$ cat config.mk
export PLATFORM = sky130hd
export DESIGN_NAME = id_pipe_stage
export DESIGN_NICKNAME = d
export VERILOG_FILES = /design/src/rtl/id_pipe_stage.sv
export SDC_FILE = /design/constraint.sdc
export NUM_CORES = 1
export LEC_CHECK = 0
export ABC_AREA = 1
export ABC_CLOCK_PERIOD_IN_PS = 5050
export CORE_MARGIN = 10
export CORE_UTILIZATION = 57
export CTS_CLUSTER_DIAMETER = 100
export CTS_CLUSTER_SIZE = 40
export DETAILED_ROUTE_END_ITERATION = 8
export PLACE_DENSITY = 0.81
export REMOVE_ABC_BUFFERS = 1
export SETUP_SLACK_MARGIN = 0.1
export SYNTH_ARGS = -nofsm -noshare
export SYNTH_HDL_FRONTEND = slang
export SYNTH_SLANG_ARGS = --single-unit
$ cat constraint.sdc
create_clock -name clk -period 5.05 [get_ports clk]
set_input_delay 0.505 -clock clk [delete_from_list [all_inputs] [get_ports clk]]
set_output_delay 0.505 -clock clk [all_outputs]
set_load 0.05 [all_outputs]
$ cat src/rtl/id_pipe_stage.sv
// Instruction-decode pipeline stage: resolves two operands (immediate or register-file
// read with write-through bypass) and hands them downstream through an output + skid buffer.
module id_pipe_stage #(
  parameter int OPW = 4,
  parameter int DW  = 8,
  parameter int RAW = 3,
  localparam int IW = OPW + 2 + 2*DW
) (
  input  logic           clk,
  input  logic           rst,
  input  logic           in_valid,
  output logic           in_ready,
  input  logic [IW-1:0]  instr,
  output logic           out_valid,
  input  logic           out_ready,
  output logic [OPW-1:0] opcode_o,
  output logic [DW-1:0]  a_o,
  output logic [DW-1:0]  b_o,
  input  logic           wb_en,
  input  logic [RAW-1:0] wb_addr,
  input  logic [DW-1:0]  wb_data,
  output logic [15:0]    dec_cnt
);

  localparam int DEPTH = 2**RAW;

  typedef enum logic [1:0] {EMPTY, ONE, FULL} state_t;

  state_t state_reg, state_next;

  logic [OPW-1:0] f_op;
  logic           f_ma, f_mb;
  logic [DW-1:0]  f_a, f_b;
  logic [DW-1:0]  res_a, res_b;

  logic [DW-1:0]  rf_reg [DEPTH];

  logic [OPW-1:0] out_op_reg, skid_op_reg;
  logic [DW-1:0]  out_a_reg, out_b_reg, skid_a_reg, skid_b_reg;
  logic [15:0]    dec_cnt_reg;

  logic accept, deliver;
  logic load_out, out_from_skid, load_skid;

  assign f_op = instr[IW-1 -: OPW];
  assign f_ma = instr[2*DW+1];
  assign f_mb = instr[2*DW];
  assign f_a  = instr[2*DW-1 -: DW];
  assign f_b  = instr[DW-1:0];

  // Both flags come straight from the state register, so out_ready never reaches in_ready.
  assign in_ready  = (state_reg != FULL);
  assign out_valid = (state_reg != EMPTY);
  assign accept    = in_valid && in_ready;
  assign deliver   = out_valid && out_ready;

  // Register file: each entry has its own clear and write strobe.
  genvar gi;
  generate
    for (gi = 0; gi < DEPTH; gi++) begin : g_rf
      always_ff @(posedge clk or posedge rst) begin
        if (rst)
          rf_reg[gi] <= '0;
        else if (wb_en && (wb_addr == RAW'(gi)))
          rf_reg[gi] <= wb_data;
      end
    end
  endgenerate

  // Operand resolution; a same-cycle writeback to the read index wins over the stored entry.
  always_comb begin
    res_a = f_a;
    res_b = f_b;
    if (f_ma)
      res_a = (wb_en && (wb_addr == f_a[RAW-1:0])) ? wb_data : rf_reg[f_a[RAW-1:0]];
    if (f_mb)
      res_b = (wb_en && (wb_addr == f_b[RAW-1:0])) ? wb_data : rf_reg[f_b[RAW-1:0]];
  end

  always_ff @(posedge clk or posedge rst) begin
    if (rst)
      state_reg <= EMPTY;
    else
      state_reg <= state_next;
  end

  always_comb begin
    state_next    = state_reg;
    load_out      = 1'b0;
    out_from_skid = 1'b0;
    load_skid     = 1'b0;
    case (state_reg)
      EMPTY: begin
        if (accept) begin
          load_out   = 1'b1;
          state_next = ONE;
        end
      end
      ONE: begin
        if (accept && deliver) begin
          load_out = 1'b1;
        end else if (accept) begin
          load_skid  = 1'b1;
          state_next = FULL;
        end else if (deliver) begin
          state_next = EMPTY;
        end
      end
      FULL: begin
        if (deliver) begin
          load_out      = 1'b1;
          out_from_skid = 1'b1;
          state_next    = ONE;
        end
      end
      default: state_next = EMPTY;
    endcase
  end

  always_ff @(posedge clk or posedge rst) begin
    if (rst) begin
      out_op_reg  <= '0;
      out_a_reg   <= '0;
      out_b_reg   <= '0;
      skid_op_reg <= '0;
      skid_a_reg  <= '0;
      skid_b_reg  <= '0;
      dec_cnt_reg <= '0;
    end else begin
      if (load_out) begin
        if (out_from_skid) begin
          out_op_reg <= skid_op_reg;
          out_a_reg  <= skid_a_reg;
          out_b_reg  <= skid_b_reg;
        end else begin
          out_op_reg <= f_op;
          out_a_reg  <= res_a;
          out_b_reg  <= res_b;
        end
      end
      if (load_skid) begin
        skid_op_reg <= f_op;
        skid_a_reg  <= res_a;
        skid_b_reg  <= res_b;
      end
      if (deliver)
        dec_cnt_reg <= dec_cnt_reg + 16'd1;
    end
  end

  assign opcode_o = out_op_reg;
  assign a_o      = out_a_reg;
  assign b_o      = out_b_reg;
  assign dec_cnt  = dec_cnt_reg;

endmodule
# ---- Word-level counts from Yosys, hierarchy flattened
# Cells that the tools add are included.
dict set report word_totals {
  wordCells 80
  out_inout_bits 38
  register_bits 122
  input_bits 38
}
dict set report op_classes {
  n_reduce_logical 17
  addsub 1
  bitwise 2
  n_lt_le_gt_ge 2
  muxes 26
  n_eq_ne 16
}
# operator n
set op_table {}
lappend op_table {{8-bit two-way mux} 10}
lappend op_table {{8-bit binary-select mux with 3-bit select} 2}
lappend op_table {{16-bit by 1-bit adder with 16-bit output (second input constant)} 1}
lappend op_table {{1-bit logical AND} 13}
lappend op_table {{3-bit equality test (second input constant)} 4}
lappend op_table {{2-bit two-way mux} 5}
lappend op_table {{4-bit greater-or-equal comparator (second input constant)} 2}
lappend op_table {{2-bit inequality test (second input constant)} 4}
lappend op_table {{3-bit inverter with 4-bit output} 2}
lappend op_table {{3-bit by 2-bit equality test with 1-bit output (second input constant)} 2}
lappend op_table {{3-bit equality test} 2}
lappend op_table {{1-bit two-way mux} 6}
lappend op_table {{2-bit one-hot mux with 3 select lines} 1}
lappend op_table {{4-bit two-way mux} 1}
lappend op_table {{4-bit AND reduction} 1}
lappend op_table {{3-bit by 1-bit equality test with 1-bit output (second input constant)} 1}
lappend op_table {{3-bit logical NOT} 1}
lappend op_table {{3-bit inequality test (second input constant)} 1}
lappend op_table {{1-bit one-hot mux with 3 select lines} 1}
lappend op_table {{2-bit by 1-bit equality test with 1-bit output (second input constant)} 1}
lappend op_table {{2-bit equality test (second input constant)} 1}
lappend op_table {{2-bit logical NOT} 1}
lappend op_table {{2-bit nonzero test} 1}

# ---- Depth between registers and ports, before layout
dict set report logic_depth {
  ltp_word 7
  ltp_mapped 13
  ltp_nobuf 12
}

# ---- Worst setup path after synthesis
# No wires, ideal clock.
dict set report synth_path {
  path_type {reg2reg}
  from {register dec_cnt_reg[0] (netlist: dec_cnt[0])}
  to {register dec_cnt_reg[14] (netlist: dec_cnt[14])}
  n_path_buf 0
  setup_time_ns 0.119
  stages_incl_launch_ff 9
  arrival_ns 1.674
  period_less_slack_ns 1.793
  setup_slack_ns 3.257
  required_time_ns 4.931
  cell_sequence {dfrtp_1 > ha_1 > nand3_1 > nor2_2 > nand2_1 > nor3_2 > nand2_1 > xor2_1 > inv_1}
}
dict set report synth_via {
  elab_chain_len 1
}
# item line_no
set synth_rtl {}
lappend synth_rtl {{start, declared} 40} ;# logic [15:0] dec_cnt_reg;
lappend synth_rtl {{start signal, assigned} 147} ;# dec_cnt_reg <= dec_cnt_reg + 16'd1;
lappend synth_rtl {{16-bit by 1-bit adder with 16-bit output} 147}
# Every way passes these cells.
# A chain may end at the register's enable or synchronous reset.

# ---- Worst setup path in the final report
dict set report layout_path {
  from {input port instr[1]}
  to {register out_b_reg[7] (netlist: b_o[7])}
}
dict set report layout_via {
  elab_chain_len 7
  word_cells_on_any_way 9
  cone_classes {1 x eq/ne; 6 x mux; 1 x bitwise; 1 x reduce/logical}
}
# item line_no
set layout_rtl {}
lappend layout_rtl {{start, declared} 13} ;# input logic [IW-1:0] instr,
lappend layout_rtl {{3-bit inverter with 4-bit output (not written as such)} 77} ;# res_b = (wb_en && (wb_addr == f_b[RAW-1:0])) ? wb_data : rf_reg[f_b[RAW-1:0]];
lappend layout_rtl {{8-bit binary-select mux with 3-bit select} 77}
lappend layout_rtl {{8-bit two-way mux (not written as such) (2 in a row)} 77}
lappend layout_rtl {{8-bit two-way mux *} 77}
lappend layout_rtl {{8-bit two-way mux *} 76} ;# if (f_mb)
lappend layout_rtl {{8-bit two-way mux *} 131} ;# if (out_from_skid) begin
lappend layout_rtl {{end signal, assigned} 134} ;# out_b_reg <= skid_b_reg;
lappend layout_rtl {{end signal, assigned} 138} ;# out_b_reg <= res_b;
lappend layout_rtl {{end, declared} 39} ;# logic [DW-1:0] out_a_reg, out_b_reg, skid_a_reg, skid_b_reg;
# Every way passes the cells marked *; elsewhere a longest branch is shown, timed or not. The select of a mux whose other input is x is not followed.

==> run_results.csv <==
group,metric,value,unit
outcome,outcome,"complete, no violations",
synthesis,largest_family_of_logic_cells_by_synthesized_area,"simple AND/OR/NAND/NOR gates",
synthesis,syn-cell-area,0.00656,mm2
global_route,grt_pass1_wl,30400,um
final_layout,max_reg_flops,64,
pwr,p_per_area,519,mW/mm2
setup_path,crit_required,5.36,ns
clock_tree,cts_buffer_depth,2,
placement,gpl.final_weighted_congestion,0.882,
final_layout,areaGrowthSynthToFinish,21.7,%
detailed_routing,detailedRoute.firstIterationViolations,803,
detailed_routing,totalWireLength,18700,um
detailed_routing,postRouteAntennaNets,0,
synthesis,muxShareOfSynthArea,0,
synthesis,synth_largest_type_area_fraction,0.465,
clock_tree,clock-sinks,122,
final_layout,final_cell_mix,"329 x sky130_fd_sc_hd__nand2_1, 158 x sky130_fd_sc_hd__nand3_1, 122 x sky130_fd_sc_hd__dfrtp_1",
synthesis,synthTopCellsByArea,"sky130_fd_sc_hd__dfrtp_1 47%, sky130_fd_sc_hd__nand2_1 19%, sky130_fd_sc_hd__nand3_1 12%",
setup_path,worst_setup_path_start_kind,"primary input",
synthesis,synth_seq_area_share,0.465,
timing,totalNegativeSetupSlack,0,ns
timing,max_freq,395,MHz
synthesis,syn_area_per_cell,7.19,um2
pwr,p_leak,3.95,nW
clock_tree,tritoncts,"built",
clock_tree,clockRootBuffer,"sky130_fd_sc_hd__clkbuf_16",
timing,worst-slew-pin-transition,1.08,ns
timing,slew_headroom,0.274,
clock_tree,cts_buffers,17,
final_layout,layout_cells_sized_above_1,0.0672,
clock_tree,count_of_hold_fix_buffers_inserted_at_cts,0,
setup_path,critical_path_arrival,2.85,ns
timing,unrepaired_setup_endpoints_after_global_routing,"no",
pwr,ir_worst_vdd,0.592,mV
timing,final_period_minus_worst_setup_slack,2.53,ns
global_route,grt_antenna_before_repair,0,
clock_tree,cts_setup_buffers,0,
timing,clock-skew-final,0.00593,ns
floorplanning,initial_utilization,0.579,
clock_tree,cts_resized,0,
final_layout,final_net_count,1008,
pwr,power,4.14,mW
final_layout,layout.cells.most_common,"sky130_fd_sc_hd__nand2_1",
synthesis,syn_inst,912,
global_route,grt_pass1_vias,6054,
synthesis,ys_seq_elements,122,
synthesis,synth.yosys.warnings,0,
clock_tree,cts_htree_levels,4,
final_layout,antennaDiodeCount,0,
timing,finalSetupViolations,0,
timing,finalCritPeriodShare,0.502,
synthesis,synth-adder-area-share,0.00191,
setup_path,worst-path-max-fanout,18,
synthesis,xor_xnor_cell_area_share_of_the_yosys_netlist,0.0174,
detailed_routing,dr.pass1.iters,6,
detailed_routing,wl_per_cell,16.6,um
clock_tree,insertion_delay,0.42,ns
setup_path,setup.worst_path.end_class,"register",
job,timing.max_cap.violations,0,
clock_tree,clkSlewWorstSetupHoldPaths,0.05,ns
hold_path,timing.hold.worst.class,"reg -> reg",
floorplanning,dieArea,0.0162,mm2
detailed_routing,drc_errors,0,
timing,drv_slew,0,
detailed_routing,dr_total_vias,6269,
final_layout,final_core_utilization,0.705,
floorplanning,rows,39,
global_route,grt_max_degree,84,
setup_path,crit_type,"in -> reg",
detailed_routing,vias_per_cell,5.57,
floorplanning,coreArea,0.0113,mm2
floorplanning,floorplan.die.height,127,um
placement,dpl.hpwl,12000,um
floorplanning,boundary_pins,76,
synthesis,synth_compound_gate_area_share,0.0713,
global_route,sum_of_overflow_across_all_layers_after_global_routing,0,
synthesis,post_synth_num_cell_types,28,
global_route,grt_util_all_layers,0.231,
placement,buffer_ports.inserted,75,
floorplanning,floorplan_die_width,127,um
timing,finalHoldViolCount,0,
synthesis,yosys.area_share.simple,0.373,
synthesis,synth_area_leader_cell,"sky130_fd_sc_hd__dfrtp_1",
## synthesized netlist by cell type (all sizes together)
cell type	instances
nand2	335
clkbuf	12
nand3	158
nor2	73
inv	63
nor3	4
xnor2	6
buf	31
dfrtp	122
a31oi	12
ha	1
clkinv	6
or2	2
o31ai	1
xor2	7
a21oi	6
nand4	2
o21ai	71
## stage by stage
stage	setup WS, ns	hold WS [ns]	std cells	instance area, um2
finish	2.52	0.471	1125	7980
global route	2.36	0.503	1125	7980
CTS	2.61	0.473	1125	7980
detailed placement	2.18	0.460	1093	7330
global placement	2.20	0.455	1093	7330
floorplan	1.30	0.443	869	6350
## worst max-delay path: stages
cell and delay, ns:
sky130_fd_sc_hd__clkdlybuf4s50_1 1.00, sky130_fd_sc_hd__inv_2 0.35, sky130_fd_sc_hd__nand2_1 0.14, sky130_fd_sc_hd__nand2_1 0.09
sky130_fd_sc_hd__nor2_4 0.22, sky130_fd_sc_hd__nand2_4 0.12, sky130_fd_sc_hd__nand3_1 0.10, sky130_fd_sc_hd__nand2_1 0.05
sky130_fd_sc_hd__nand2_1 0.08, sky130_fd_sc_hd__nand2_1 0.05, sky130_fd_sc_hd__nand2_1 0.07, sky130_fd_sc_hd__nand2_1 0.05
## where the power goes
part           internal (mW)  total, mW  switching, mW
Combinational          0.450       1.33          0.884
Sequential              1.26       1.46          0.203
Clock                  0.899       1.34          0.446
## path summary, 6_finish.rpt
| path | from | to | slack [ns] | cells after the start |
|---|---|---|---|---|
| max in group asynchronous | rst | dec_cnt[14]$_DFFE_PP0P_ | 3.24 | 3 |
| setup / recovery | instr[1] | b_o[7]$_DFFE_PP0P_ | 2.52 | 12 |
| hold / removal | skid_op_reg[3]$_DFFE_PP0P_ | skid_op_reg[3]$_DFFE_PP0P_ | 0.47 | 2 |
| min in group asynchronous | rst | rf_reg[55]$_DFFE_PP0P_ | 0.70 | 2 |
| setup reg to reg | state_reg[1]$_DFFE_PP0P_ | opcode_o[0]$_DFFE_PP0P_ | 3.18 | 9 |
| hold reg to reg | skid_op_reg[3]$_DFFE_PP0P_ | skid_op_reg[3]$_DFFE_PP0P_ | 0.47 | 2 |
## cells by family (layout without fill, tap and decap cells)
kind of cell,after synthesis,count (layout)
compound gates,90,90
xor+xnor,13,13
fa+ha+maj,1,1
buf+inv,112,182
flops,122,122
simple gates,574,574
## area by class of cell
| class | count | area (um2) |
|---|---|---|
| fillers | 931 | 3340 |
| flip-flops and latches | 122 | 3050 |
| multi-input cells | 678 | 3040 |
| repair buffers | 81 | 796 |
| clock buffers | 20 | 457 |
| inverters | 69 | 262 |
| clock inverters | 12 | 195 |
| well taps | 143 | 179 |
## metal layers
layer,vias up,wire length (um),GRT usage
met4,0,561,0.112
met3,54,1440,0.0616
met2,272,8930,0.363
li1,3036,-,-
met5,-,0,0.00310
met1,2907,7750,0.287
(Power assumes the default switching activity.)
